### src/rtl/multicycle_ctrl_fsm.sv
// Multi-cycle control FSM for the processor datapath.
// Sequences FETCH, DECODE, EXECUTE, MEMORY, WRITEBACK and UPDATE_PC for each
// instruction. It also provides a registered opcode, a data-memory handshake
// with timeout, branch/CMOV condition capture, a resumable HALTED state, a
// sticky FAULT state and a retired-instruction counter.
//
// Handshakes: instr_valid is a level qualifier looked at only in FETCH; the
// cycle it is seen high, the instruction register loads (IRload) and the FSM
// moves on. mem_req is held high for every MEMORY cycle. The access completes
// in the first MEMORY cycle where mem_ready is seen high. resume is looked at
// only in HALTED. Outside those states these inputs are don't-care.
module multicycle_ctrl_fsm #(
    parameter int OPW         = 4,
    parameter int MEM_TIMEOUT = 15,
    parameter int CNTW        = 16
) (
    input  logic            clk,
    input  logic            reset,
    input  logic [OPW-1:0]  op_code,
    input  logic            instr_valid,
    input  logic            mem_ready,
    input  logic            flag_n,
    input  logic            flag_z,
    input  logic            resume,
    output logic            loadPC,
    output logic            IRload,
    output logic            MemRW,
    output logic            mem_req,
    output logic            IMMsel,
    output logic [1:0]      DataSel,
    output logic [2:0]      BRANCH,
    output logic            RegWrite,
    output logic            halted,
    output logic            error,
    output logic [2:0]      state,
    output logic [CNTW-1:0] instr_count
);

    typedef enum logic [2:0] {
        S_FETCH     = 3'd0,
        S_DECODE    = 3'd1,
        S_EXECUTE   = 3'd2,
        S_MEMORY    = 3'd3,
        S_WRITEBACK = 3'd4,
        S_UPDATE_PC = 3'd5,
        S_HALTED    = 3'd6,
        S_FAULT     = 3'd7
    } state_t;

    // Low-nibble opcode map; A-D are unassigned and therefore illegal.
    localparam logic [3:0] OP_ALU     = 4'h0;
    localparam logic [3:0] OP_ALU_IMM = 4'h1;
    localparam logic [3:0] OP_LOAD    = 4'h2;
    localparam logic [3:0] OP_STORE   = 4'h3;
    localparam logic [3:0] OP_BR      = 4'h4;
    localparam logic [3:0] OP_BMI     = 4'h5;
    localparam logic [3:0] OP_BPL     = 4'h6;
    localparam logic [3:0] OP_BZ      = 4'h7;
    localparam logic [3:0] OP_MOVE    = 4'h8;
    localparam logic [3:0] OP_CMOV    = 4'h9;
    localparam logic [3:0] OP_NOP     = 4'hE;
    localparam logic [3:0] OP_HALT    = 4'hF;

    // wait_cnt counts completed MEMORY cycles without mem_ready. It is wide
    // enough to hold MEM_TIMEOUT-1, and it saturates when the timeout is disabled.
    localparam int             WCW       = $clog2(MEM_TIMEOUT + 2);
    localparam logic [WCW-1:0] LAST_WAIT = WCW'((MEM_TIMEOUT > 0) ? (MEM_TIMEOUT - 1) : 0);
    localparam logic [WCW-1:0] WAIT_MAX  = '1;
    localparam bit             TIMEOUT_ON = (MEM_TIMEOUT > 0);

    state_t          cur;
    logic [OPW-1:0]  opcode_reg;
    logic            cond_reg;
    logic [WCW-1:0]  wait_cnt;

    logic [3:0]      op_lo;
    logic            op_upper_clear;
    logic            op_legal;
    logic            op_is_branch;
    logic            cond_next;
    logic            mem_expired;

    assign op_lo = opcode_reg[3:0];

    // Any set bit above bit 3 makes the opcode illegal.
    generate
        if (OPW > 4) begin : g_upper
            assign op_upper_clear = ~|opcode_reg[OPW-1:4];
        end else begin : g_no_upper
            assign op_upper_clear = 1'b1;
        end
    endgenerate

    assign op_legal     = op_upper_clear && ((op_lo <= OP_CMOV) || (op_lo >= OP_NOP));
    assign op_is_branch = (op_lo[3:2] == 2'b01);
    assign mem_expired  = TIMEOUT_ON && (wait_cnt == LAST_WAIT);
    assign state        = cur;

    // Condition captured at the end of EXECUTE: the branch predicate, or flag_n for CMOV.
    always_comb begin
        cond_next = 1'b0;
        case (op_lo)
            OP_BR:   cond_next = 1'b1;
            OP_BMI:  cond_next = flag_n;
            OP_BPL:  cond_next = ~flag_n;
            OP_BZ:   cond_next = flag_z;
            OP_CMOV: cond_next = flag_n;
            default: cond_next = 1'b0;
        endcase
    end

    // State sequencing plus the opcode, condition, wait and retire registers.
    always_ff @(posedge clk) begin
        if (reset) begin
            cur         <= S_FETCH;
            opcode_reg  <= OPW'(OP_NOP);
            cond_reg    <= 1'b0;
            wait_cnt    <= '0;
            instr_count <= '0;
        end else begin
            case (cur)
                S_FETCH: begin
                    if (instr_valid) begin
                        cur <= S_DECODE;
                    end
                end
                S_DECODE: begin
                    opcode_reg <= op_code;
                    cur        <= S_EXECUTE;
                end
                S_EXECUTE: begin
                    cond_reg <= cond_next;
                    if (!op_legal) begin
                        cur <= S_FAULT;
                    end else begin
                        case (op_lo)
                            OP_ALU, OP_ALU_IMM, OP_MOVE, OP_CMOV: cur <= S_WRITEBACK;
                            OP_LOAD, OP_STORE: begin
                                cur      <= S_MEMORY;
                                wait_cnt <= '0;
                            end
                            OP_HALT: cur <= S_HALTED;
                            // Branches and NOP go straight to the PC update.
                            default: cur <= S_UPDATE_PC;
                        endcase
                    end
                end
                S_MEMORY: begin
                    // A ready in the final allowed cycle still completes normally.
                    if (mem_ready) begin
                        cur <= (op_lo == OP_LOAD) ? S_WRITEBACK : S_UPDATE_PC;
                    end else if (mem_expired) begin
                        cur <= S_FAULT;
                    end else if (wait_cnt != WAIT_MAX) begin
                        wait_cnt <= wait_cnt + WCW'(1);
                    end
                end
                S_WRITEBACK: begin
                    cur <= S_UPDATE_PC;
                end
                S_UPDATE_PC: begin
                    instr_count <= instr_count + CNTW'(1);
                    cur         <= S_FETCH;
                end
                S_HALTED: begin
                    // On resume, the HALT itself retires through UPDATE_PC.
                    if (resume) begin
                        cur <= S_UPDATE_PC;
                    end
                end
                S_FAULT: begin
                    cur <= S_FAULT;
                end
                default: begin
                    cur <= S_FAULT;
                end
            endcase
        end
    end

    // Datapath controls decoded from the registered state, opcode and condition.
    always_comb begin
        loadPC   = 1'b0;
        IRload   = 1'b0;
        MemRW    = 1'b0;
        mem_req  = 1'b0;
        IMMsel   = 1'b0;
        DataSel  = 2'b00;
        BRANCH   = 3'b000;
        RegWrite = 1'b0;
        halted   = 1'b0;
        error    = 1'b0;
        case (cur)
            S_FETCH: begin
                IRload = instr_valid;
            end
            S_EXECUTE: begin
                IMMsel = (op_lo == OP_ALU_IMM);
            end
            S_MEMORY: begin
                mem_req = 1'b1;
                MemRW   = (op_lo == OP_STORE);
                DataSel = (op_lo == OP_LOAD) ? 2'b01 : 2'b00;
            end
            S_WRITEBACK: begin
                RegWrite = 1'b1;
                case (op_lo)
                    OP_ALU_IMM: IMMsel = 1'b1;
                    OP_LOAD:    DataSel = 2'b01;
                    OP_CMOV: begin
                        DataSel  = 2'b10;
                        RegWrite = cond_reg;
                    end
                    default: DataSel = 2'b00;
                endcase
            end
            S_UPDATE_PC: begin
                loadPC = 1'b1;
                // Branch codes 001..100 line up with opcodes 4..7 minus three.
                if (op_is_branch && cond_reg) begin
                    BRANCH = op_lo[2:0] - 3'd3;
                end
            end
            S_HALTED: begin
                halted = 1'b1;
            end
            S_FAULT: begin
                error = 1'b1;
            end
            default: begin
                loadPC = 1'b0;
            end
        endcase
    end

endmodule

### config.mk
export PLATFORM = sky130hd
export DESIGN_NAME = multicycle_ctrl_fsm
export DESIGN_NICKNAME = d
export VERILOG_FILES = /design/src/rtl/multicycle_ctrl_fsm.sv
export SDC_FILE = /design/constraint.sdc
export NUM_CORES = 1
export LEC_CHECK = 0
export CAP_MARGIN = 25
export CELL_PAD_IN_SITES_DETAIL_PLACEMENT = 1
export CELL_PAD_IN_SITES_GLOBAL_PLACEMENT = 2
export CORE_UTILIZATION = 29
export CTS_BUF_LIST = sky130_fd_sc_hd__clkbuf_8
export CTS_CLUSTER_SIZE = 25
export DETAILED_ROUTE_END_ITERATION = 12
export PLACE_DENSITY_LB_ADDON = 0.1
export SYNTH_ARGS = -nofsm -noshare
export SYNTH_HDL_FRONTEND = slang
export SYNTH_SLANG_ARGS = --single-unit
### constraint.sdc
create_clock -name clk -period 2.8 [get_ports clk]
set_input_delay 0.56 -clock clk [delete_from_list [all_inputs] [get_ports clk]]
set_output_delay 0.56 -clock clk [all_outputs]
set_load 0.01 [all_outputs]
## Word-level counts from Yosys, hierarchy flattened

Index checks and enable logic that the tools add are counted.
W data, S select, Z words.

- Bits in registers: 29
- Input bits: 11
- Word-level logic and storage cells: 79

- Add/subtract/negate cells: 3
- $lt $le $gt $ge: 2
- Eq/ne operators: 28
- Mux-type cells: 30
- Bitwise gates (word level): 1
- Reductions and logical operators: 10

Operator list:

| kind | count |
|---|---|
| $mux W5 | 5 |
| $pmux W3 S8 | 1 |
| $mux W3 | 7 |
| $add A16 B1 Y16 const B | 1 |
| $eq A4 B3 Y1 const B | 4 |
| $eq A3 B3 Y1 const B | 4 |
| $eq A4 B4 Y1 const B | 3 |
| $ne A2 B2 Y1 const B | 6 |
| $mux W1 | 11 |
| $pmux W5 S2 | 1 |
| $pmux W3 S3 | 1 |
| $eq A4 B2 Y1 const B | 2 |
| $pmux W2 S2 | 2 |
| $eq A3 B2 Y1 const B | 2 |
| $reduce_and A6 Y1 | 1 |
| $add A5 B1 Y5 const B | 1 |
| $eq A5 B4 Y1 const B | 1 |
| $ne A5 B5 Y1 const B | 1 |
| $eq A4 B1 Y1 const B | 1 |
| $ge A4 B4 Y1 const B | 1 |
| $le A4 B4 Y1 const B | 1 |
| $logic_not A4 Y1 | 1 |
| $pmux W1 S4 | 1 |
| $reduce_or A2 Y1 | 2 |
| 13 further kinds | 13 |

## Longest topological paths before layout

Gate-level depths: netlist of the first run.

- Depth after elaboration: 5
- Gate-level depth with buffers: 7

## Least setup slack after synthesis of the first run

No wires, ideal clock.

- Path kind: reg2reg
- Start: reg wait_cnt[0]
- End: reg wait_cnt[2]
- Library setup time: 0.070 ns
- Data arrival time: 1.982 ns
- Slack: 0.749 ns
- Stages on the path, launching flop included: 8
- Buffers on the path: 0
- Cell sequence: dfxtp_1 -> ha_1 -> and3_1 -> ha_1 -> or3b_2 -> o32a_1 -> or3_1 -> a21oi_1

- Word-level cells in the longest chain between the ends: 5

Ends and longest elaborated chain:

| element | RTL line | RTL |
|---|---|---|
| start, declared | 74 | `logic [WCW-1:0] wait_cnt;` |
| start signal, assigned | 155 | `wait_cnt <= wait_cnt + WCW'(1);` |
| $add A5 B1 Y5 | 155 |  |
| $mux W5 | 154 | `end else if (wait_cnt != WAIT_MAX) begin` |
| $mux W5 | 152 | `end else if (mem_expired) begin` |
| $mux W5 | 150 | `if (mem_ready) begin` |
| $pmux W5 S2 | 121 | `case (cur)` |

Several ways; a longest one is shown, not always the timed one. The select of a mux whose other input is x is not followed.
A chain may end at the register's enable or synchronous reset.

## Worst setup path in the final report of the first run

- Start: reg cur[2], in the netlist state[2]
- End: out BRANCH[2]

- Word-level cells in the longest chain between the ends: 2

Ends and longest elaborated chain:

| element | RTL line | RTL |
|---|---|---|
| start, declared | 71 | `state_t cur;` |
| start signal, assigned | 151 | `cur <= (op_lo == OP_LOAD) ? S_WRITEBACK : S_UPDATE_PC;` |
| $eq A3 B3 Y1 | 193 | `case (cur)` |
| $mux W3 | 193 |  |
| end, declared | 31 | `output logic [2:0] BRANCH,` |

Every way passes these cells.

==> results of run 1 <==
power groups by stage:
stage | clock network (W) | registers, W | logic, W
after floorplan | 0 | 0.000454 | 0.000138
after global placement | 0 | 0.000471 | 0.000201
after detailed placement | 0 | 0.000473 | 0.000207
after CTS | 0.000368 | 0.000463 | 0.000208
after global routing | 0.000385 | 0.000467 | 0.000229
final | 0.000354 | 0.000463 | 0.000209
cell families after synthesis:
group                    after synthesis  share of synthesized area, %
multiplexers                           3                          1.87
AO/OA/AOI/OAI                         49                          18.7
XOR/XNOR                               8                          4.20
flip-flops                            29                          34.8
AND/OR/NAND/NOR                       87                          29.5
adder cells (fa/ha/maj)                9                          6.75
buffers and inverters                 18                          4.12
cell usage after synthesis (3+ instances only):
cell type and n:
dfxtp_1 29, nor2_1 17, a21oi_1 15, o21ai_0 15, nand2_1 11, ha_1 9
or3_1 9, inv_1 8, and3_1 7, nand3_1 7, clkbuf_1 6, nand4_1 6
nor3_1 6, a211o_1 5, nor2b_1 5, xnor2_1 4, xor2_1 4, and2_1 3
nand2b_1 3
worst paths after layout:
| path | from | to | slack (ns) |
|---|---|---|---|
| hold / removal | instr_count[13] | instr_count[13] | 0.51 |
| setup reg to reg | wait_cnt[0] | wait_cnt[2] | 0.59 |
| setup / recovery | state[2] | BRANCH[2] | 0.16 |
| hold reg to reg | instr_count[13] | instr_count[13] | 0.51 |
worst register-to-register path, stage by stage (launching register included):
cell and delay [ns]:
dfxtp_1 0.34, ha_1 0.21, and3_1 0.18, ha_1 0.19
or3b_2 0.46, o32a_1 0.25, or3_1 0.36, a21oi_1 0.14
layer usage:
layer  vias to the layer above  wire length, µm
li1                        820                -
met1                       828             2310
met2                        32             2280
met3                         6              150
met4                         0               45
met5                         -                0
layout make-up:
type / instances / area [µm²]
Clock buffer: 5 / 68.8
Clock inverter: 3 / 17.5
Fill cell: 677 / 3260
Inverter: 9 / 33.8
Multi-Input combinational cell: 156 / 1030
Sequential cell: 29 / 581
Tap cell: 72 / 90.1
Timing Repair Buffer: 47 / 458
through the flow:
step | area [µm²] | total power, W | setup WS [ns] | hold WS (ns) | instances
floorplan | 1670 | 0.000592 | 0.749 | 0.459 | 203
global placement | 2180 | 0.000672 | 0.410 | 0.488 | 313
detailed placement | 2180 | 0.000680 | 0.366 | 0.497 | 313
CTS | 2270 | 0.00104 | 0.0504 | 0.507 | 321
global route | 2280 | 0.00108 | 0.0192 | 0.528 | 321
finish | 2280 | 0.00103 | 0.159 | 0.506 | 321
==> summary.md, run 1 <==
| Metric | Value |
|---|---|
| Status | `finished, final reports clean` |
| HP Class | `reg2reg` |
| Pin count of the biggest net entering global routing | `20` |
| Regs by FF count | `instr_count: 16 flops, wait_cnt: 5 flops, op_lo: 4 flops` |
| DRT iter0 DRCs | `55` |
| Grt total ovfl | `0` |
| Syn nets | `223` |
| Post-synthesis cell type count | `46` |
| Min Tclk post-route | `about 2.6 ns` |
| Max FFs per register | `16` |
| Most frequent cells in the layout | `clkdlybuf4s50_1, dfxtp_1, nor2_1, o21ai_0, a21oi_1` |
| Fin. max-slew vios | `0` |
| Final Core Density | `about two fifths` |
| Sw Pwr | `~0.00033 W` |
| Leakage | `between 0.8 and 0.9 nW` |
| DRC | `0` |
| FMAX | `about 0.38 GHz` |
| Cell Rows | `27` |
| Top FF cell, synth | `dfxtp_1` |
| Switching Fraction | `32.0%` |
| Vias in the first global route | `approximately 1700` |
| Pwr Density | `451 nW/µm²` |
| IO Pins | `between 40 and 50` |
| Sequential share of the synthesized area | `34.8%` |
| Relative slew slack | `64.8%` |
| Die Y | `77.9 µm` |
| Worst Hold Depth | `2` |
| Clock Latency Late Sink | `slightly below 0.3 ns` |
| Post-CTS Setup Bufs | `0` |
| PortBufs | `42` |
| Gpl congestion | `around 0.77` |
| Fin. Hold Viols | `0` |
| Gr busiest metal | `met2` |
| Number of flops mapped to enable cells by yosys | `0` |
| Die Width | `around 78 µm` |
| Largest reg by FF count | `instr_count` |
| Post-cts sizing count | `0` |
| Sequential power share | `45.1%` |
| Ys Warns | `0` |
| Yosys top cell area share | `a little over a third` |
| Clock power frac | `about a third` |
| Critical path endpoint category | `output port` |
| CTS sink count | `29` |
| Maximum fanout along the worst path | `15` |
| Bufs and invs on worst path | `2` |
| Yosys top cell by area | `dfxtp_1` |
| Area grow syn2layout | `36.4%` |
| Max VDD drop | `around 0.19 mV` |
| Avg Cell Area, Syn | `approximately 8.2 µm²` |
| Number of iterations in the first detailed-routing pass | `4` |
| DPL Wire Length | `between 3000 and 4000 µm` |
| Worst path arrival time | `between 2 and 2.5 ns` |
| Top post-synthesis cells by area | `dfxtp_1, ha_1, a21oi_1` |
| Inserted Diodes | `0` |
| Global-route wire length before repair | `approximately 8000 µm` |
| Final setup fails | `0` |
| Drt via density | `about 5.3` |
| Commonest non-fill, non-tap cell in the layout | `clkdlybuf4s50_1` |
| Die area | `6060 µm²` |
| Post-DRT Antenna Nets | `0` |
| CTS tree | `built` |
| Maxcap violations | `0` |
| Int Pwr | `0.000698 W` |
| Fraction of registers with async set/reset | `0%` |
| Met1 usage | `approximately a fifth` |
| Global Route Usage Sum | `16.7%` |
| Final Skew | `between 0.006 and 0.007 ns` |
| CP required | `around 2.2 ns` |
| Final Routed Wirelength | `around 4800 µm` |
| Worst r2r path cells | `7` |
| Setup CP Type | `reg2out` |
| RSZ-0062 raised after global routing | `no` |
| CP peak stage delay | `0.63 ns` |
| Post-Synthesis Cells | `between 200 and 250` |
| Worst slew pin tran | `between 0.5 and 0.6 ns` |
| CTS H-tree lvls | `2` |
| Root buf cell | `clkbuf_8` |
| GR met3 Demand/Resource | `under 10%` |
| Clock Tree Buf Depth | `2` |
| Gate power share | `around a fifth` |
| Routed via count | `around 1700` |
| Stages on worst setup path | `5` |
| Worst-path cell chain | `nand3b_4 -> clkinv_1 -> and3_1 -> and2_1 -> clkdlybuf4s50_1` |
| Core Area | `approximately 5500 µm²` |
| CP top delay family | `buffers and inverters` |
| Final Cycle Share | `~94%` |
| Initial Utilization | `a little under a third` |
| Nets | `268` |
| Met2 usage | `28.3%` |
| CP max-delay cell | `dfxtp_1` |
| Antenna violations before repair | `0` |
| Share of cells above drive strength 1 | `8.43%` |
| Reg clk slew, reported paths | `around 0.07 ns` |
| Hold_buf cts | `0` |
| Synthesized flop and latch total | `29` |
| CP startpoint kind | `register` |
| TritonCTS Buffers | `5` |
| Synth Cell Area | `around 1700 µm²` |
| WL per Instance | `14.9 µm` |
| Final setup TNS | `0 ns` |
No activity file was read; power rests on OpenSTA's default activity.
==> run 2: changes to the inputs <==
--- a/config.mk
+++ b/config.mk
@@ -5,7 +5,7 @@
 export SDC_FILE = /design/constraint.sdc
 export NUM_CORES = 1
 export LEC_CHECK = 0
-export CAP_MARGIN = 25
+export CAP_MARGIN = 40
 export CELL_PAD_IN_SITES_DETAIL_PLACEMENT = 1
 export CELL_PAD_IN_SITES_GLOBAL_PLACEMENT = 2
 export CORE_UTILIZATION = 29
==> results of run 2 <==
No change in the layout: final DEF, timing and power equal those of run 1.
==> run 3: changes to the inputs <==
--- a/config.mk
+++ b/config.mk
@@ -5,14 +5,17 @@
 export SDC_FILE = /design/constraint.sdc
 export NUM_CORES = 1
 export LEC_CHECK = 0
+export ABC_AREA = 1
 export CAP_MARGIN = 40
 export CELL_PAD_IN_SITES_DETAIL_PLACEMENT = 1
 export CELL_PAD_IN_SITES_GLOBAL_PLACEMENT = 2
-export CORE_UTILIZATION = 29
+export CORE_UTILIZATION = 27
 export CTS_BUF_LIST = sky130_fd_sc_hd__clkbuf_8
 export CTS_CLUSTER_SIZE = 25
 export DETAILED_ROUTE_END_ITERATION = 12
 export PLACE_DENSITY_LB_ADDON = 0.1
+export RECOVER_POWER = 100
+export REMOVE_ABC_BUFFERS = 1
 export SYNTH_ARGS = -nofsm -noshare
 export SYNTH_HDL_FRONTEND = slang
 export SYNTH_SLANG_ARGS = --single-unit
==> run 3 against run 2 <==
  * Global-route usage shrank 1.4 points
  * Power grew 44%
  * Cell area grew 4.1%
  * Via count grew 6.5%
  * Worst setup slack gained 0.053 ns
  * Final cell count grew 21%
  * Clock power grew 8.2%
  * Utilization shrank 4.0 points
  * Critical path type unchanged
  * Critical endpoint is now BRANCH[0]
==> summary.md, run 3 <==
| Metric | Value |
|---|---|
| Die Y | `83.7 µm (was 77.9 µm)` |
| Post-DRT Antenna Nets | `0 (unchanged)` |
| Max FFs per register | `16 (unchanged)` |
| Yosys top cell by area | `dfxtp_1 (unchanged)` |
| Hold_sp | `instr_count[12] (was instr_count[13])` |
| Worst path arrival time | `2.03 ns (was 2.08 ns)` |
| DRC | `0 (unchanged)` |
| Relative slew slack | `56.5% (was 64.8%)` |
| Compound-Gate Fraction of Synth Area | `12.7% (was 18.7%)` |
| Post-synthesis mux area share | `0% (was 1.87%)` |
| IO Pins | `43 (unchanged)` |
| Largest family of logic cells by synthesized area | `simple AND/OR/NAND/NOR gates (unchanged)` |
| Hold_buf cts | `0 (unchanged)` |
| Initial Utilization | `28.3% (was 30.1%)` |
| Top FF cell, synth | `dfxtp_1 (unchanged)` |
| Inserted Diodes | `0 (unchanged)` |
| RR Endpoint | `wait_cnt[1] (was wait_cnt[2])` |
| R2R Setup Slk | `0.88 ns (was 0.59 ns)` |
| Final setup fails | `0 (unchanged)` |
| Post-CTS Setup Bufs | `0 (unchanged)` |
| DPL Wire Length | `3970 µm (was 3560 µm)` |
| Regs by FF count | `instr_count: 16 flops, wait_cnt: 5 flops, op_lo: 4 flops (unchanged)` |
| Reg2reg start | `op_lo[0] (was wait_cnt[0])` |
| DRT iter0 DRCs | `64 (was 55)` |
| Clock Latency Late Sink | `0.28 ns (was 0.29 ns)` |
| Post-synthesis cell type count | `33 (was 46)` |
| CTS sink count | `29 (unchanged)` |
| Global Route Usage Sum | `15.2% (was 16.7%)` |
| Pin count of the biggest net entering global routing | `19 (was 20)` |
| Core Area | `6390 µm² (was 5540 µm²)` |
| Gpl congestion | `0.849 (was 0.767)` |
| Number of flops mapped to enable cells by yosys | `0 (unchanged)` |
| Ys Warns | `0 (unchanged)` |
| Cell Rows | `29 (was 27)` |
| Xor-xnor portion of the synthesized cell area | `1.94% (was 4.20%)` |
| Most frequent cells in the layout | `nor2_1, nand2_1, dlygate4sd3_1, dfxtp_1, inv_1 (was clkdlybuf4s50_1, dfxtp_1, nor2_1, o21ai_0, a21oi_1)` |
| Synth Cell Area | `1800 µm² (was 1670 µm²)` |
| TritonCTS Buffers | `5 (unchanged)` |
| Layout fillers | `810 (was 677)` |
| Status | `finished, final reports clean (unchanged)` |
| Top post-synthesis cells by area | `dfxtp_1, nor2_1, nand2_1 (was dfxtp_1, ha_1, a21oi_1)` |
| Reg clk slew, reported paths | `0.06 ns (was 0.07 ns)` |
| Fraction of registers with async set/reset | `0% (unchanged)` |
| PortBufs | `42 (unchanged)` |
| Grt total ovfl | `0 (unchanged)` |
| Worst slew pin tran | `0.652 ns (was 0.526 ns)` |
| RSZ-0062 raised after global routing | `no (unchanged)` |
| CTS H-tree lvls | `2 (unchanged)` |
| WL per Instance | `12.9 µm (was 14.9 µm)` |
| CP required | `2.24 ns (about the same)` |
| Final Cycle Share | `92.5% (was 94.3%)` |
| CP startpoint kind | `register (unchanged)` |
| Vias in the first global route | `1791 (was 1670)` |
| Post-cts sizing count | `0 (unchanged)` |
| Worst r2r path cells | `8 (was 7)` |
| Adder-Cell Fraction of Synth Area | `6.24% (was 6.75%)` |
| Final Routed Wirelength | `5010 µm (was 4780 µm)` |
| FMAX | `0.386 GHz (was 0.379 GHz)` |
| Die area | `7010 µm² (was 6060 µm²)` |
| Post-placement cell area | `2310 µm² (was 2180 µm²)` |
| Pwr Density | `624 nW/µm² (was 451 nW/µm²)` |
| Critical path endpoint category | `output port (unchanged)` |
| Global-route wire length before repair | `8400 µm (was 8010 µm)` |
| Setup CP Type | `reg2out (unchanged)` |
| Fin. Hold Viols | `0 (unchanged)` |
| Final Skew | `0.00250 ns (was 0.00616 ns)` |
| CP Capture Point | `BRANCH[0] (was BRANCH[2])` |
| Nets | `332 (was 268)` |
| Yosys top cell area share | `32.2% (was 34.8%)` |
| Commonest non-fill, non-tap cell in the layout | `nor2_1 (was clkdlybuf4s50_1)` |
| CP startpoint | `state[0] (was state[2])` |
| Sequential share of the synthesized area | `32.2% (was 34.8%)` |
| CTS tree | `built (unchanged)` |
| Min Tclk post-route | `2.59 ns (was 2.64 ns)` |
| Area grow syn2layout | `31.3% (was 36.4%)` |
| Die Width | `83.7 µm (was 77.9 µm)` |
| Final setup TNS | `0 ns (unchanged)` |
| Fin. max-slew vios | `0 (unchanged)` |
| Synthesized flop and latch total | `29 (unchanged)` |
| Maximum fanout along the worst path | `8 (was 15)` |
| HP Class | `reg2reg (unchanged)` |
| Root buf cell | `clkbuf_8 (unchanged)` |
| Largest reg by FF count | `instr_count (unchanged)` |
| Antenna violations before repair | `0 (unchanged)` |
| Routed via count | `1796 (was 1686)` |
| Max VDD drop | `0.221 mV (was 0.186 mV)` |
| Number of iterations in the first detailed-routing pass | `4 (unchanged)` |
| Post-synth top cells | `nor2_1, nand2_1, dfxtp_1 (was dfxtp_1, nor2_1, a21oi_1, o21ai_0, nand2_1)` |
| Post-route cell area | `2370 µm² (was 2280 µm²)` |
| Maxcap violations | `0 (unchanged)` |
| Drt via density | `4.61 (was 5.25)` |
| Share of cells above drive strength 1 | `7.35% (was 8.43%)` |
| Leakage | `1.06 nW (was 0.863 nW)` |
| Clock Tree Buf Depth | `2 (unchanged)` |
| Post-Synthesis Cells | `265 (was 203)` |
| Count leader, synth | `nor2_1 (was dfxtp_1)` |
| Simple-gate share of the synthesized area | `39.5% (was 29.5%)` |
| Hold_ws | `0.507 ns (was 0.506 ns)` |
| Avg Cell Area, Syn | `6.81 µm² (was 8.22 µm²)` |
-- run 3: cell count changes after synthesis, moves of 4 or more --
cell	change
inv_1	+20
a211o_1	-5
nor2b_1	-5
nand2_2	+4
nand2_1	+39
and3_1	-5
clkbuf_1	-5
or3_1	-9
nor2_1	+36
nand3_1	+8
-- run 3: worst min path at each step --
stage / to / slack (ns) / depth (start not counted)
after floorplan: wait_cnt[3] / 0.47 / 2
after global placement: instr_count[15] / 0.50 / 2
after detailed placement: instr_count[15] / 0.51 / 2
after CTS: instr_count[15] / 0.52 / 2
after global routing: wait_cnt[3] / 0.54 / 2
final: instr_count[12] / 0.51 / 2
-- run 3: final cells by class --
class                           instances  area [µm²]  share of cell area, %
Sequential cell                        29         581                   24.5
Clock inverter                          1        5.00                  0.211
Timing Repair Buffer                   43         428                   18.1
Clock buffer                            7        96.3                   4.07
Multi-Input combinational cell        201        1040                   44.0
Inverter                               32         120                   5.07
Tap cell                               77        96.3                   4.07
-- run 3: per-stage QoR --
stage | instances | total power (W) | util, % | setup slack [ns]
floorplan | 262 | 0.000918 | - | 1.01
global placement | 382 | 0.00113 | 36.2 | 0.472
detailed placement | 382 | 0.00113 | 36.2 | 0.449
CTS | 390 | 0.00153 | 37.8 | 0.153
global route | 390 | 0.00161 | 37.1 | 0.0494
finish | 390 | 0.00148 | 37.1 | 0.211
-- run 3: logic make-up after synthesis --
group                    count (synthesis)
AO/OA/AOI/OAI                           39
buffers and inverters                   35
AND/OR/NAND/NOR                        149
XOR/XNOR                                 4
flip-flops                              29
adder cells (fa/ha/maj)                  9
-- run 3: per-layer routing --
metal | part of all wire, % | vias up | global-route usage, % | wire [µm]
met5 | 0 | - | 0 | 0
met4 | 2.1 | 0 | 7.40 | 106
met3 | 4.5 | 9 | 4.35 | 226
met2 | 43 | 33 | 23.4 | 2140
met1 | 51 | 803 | 19.5 | 2540
li1 | - | 951 | - | -
-- run 3: report_power, final --
part           switching [W]  leakage (nW)  internal, W
clock               0.000161        0.0542     0.000222
combinational       0.000339         0.767     0.000204
sequential         0.0000823         0.235     0.000471
total               0.000582          1.06     0.000896
-- run 3: critical path, stage by stage, from the launching register on --
cell	delay, ns
dfxtp_1	0.54
nand3_4	0.18
inv_1	0.15
nand3_1	0.15
nor2_1	0.12
dlygate4sd3_1	0.61
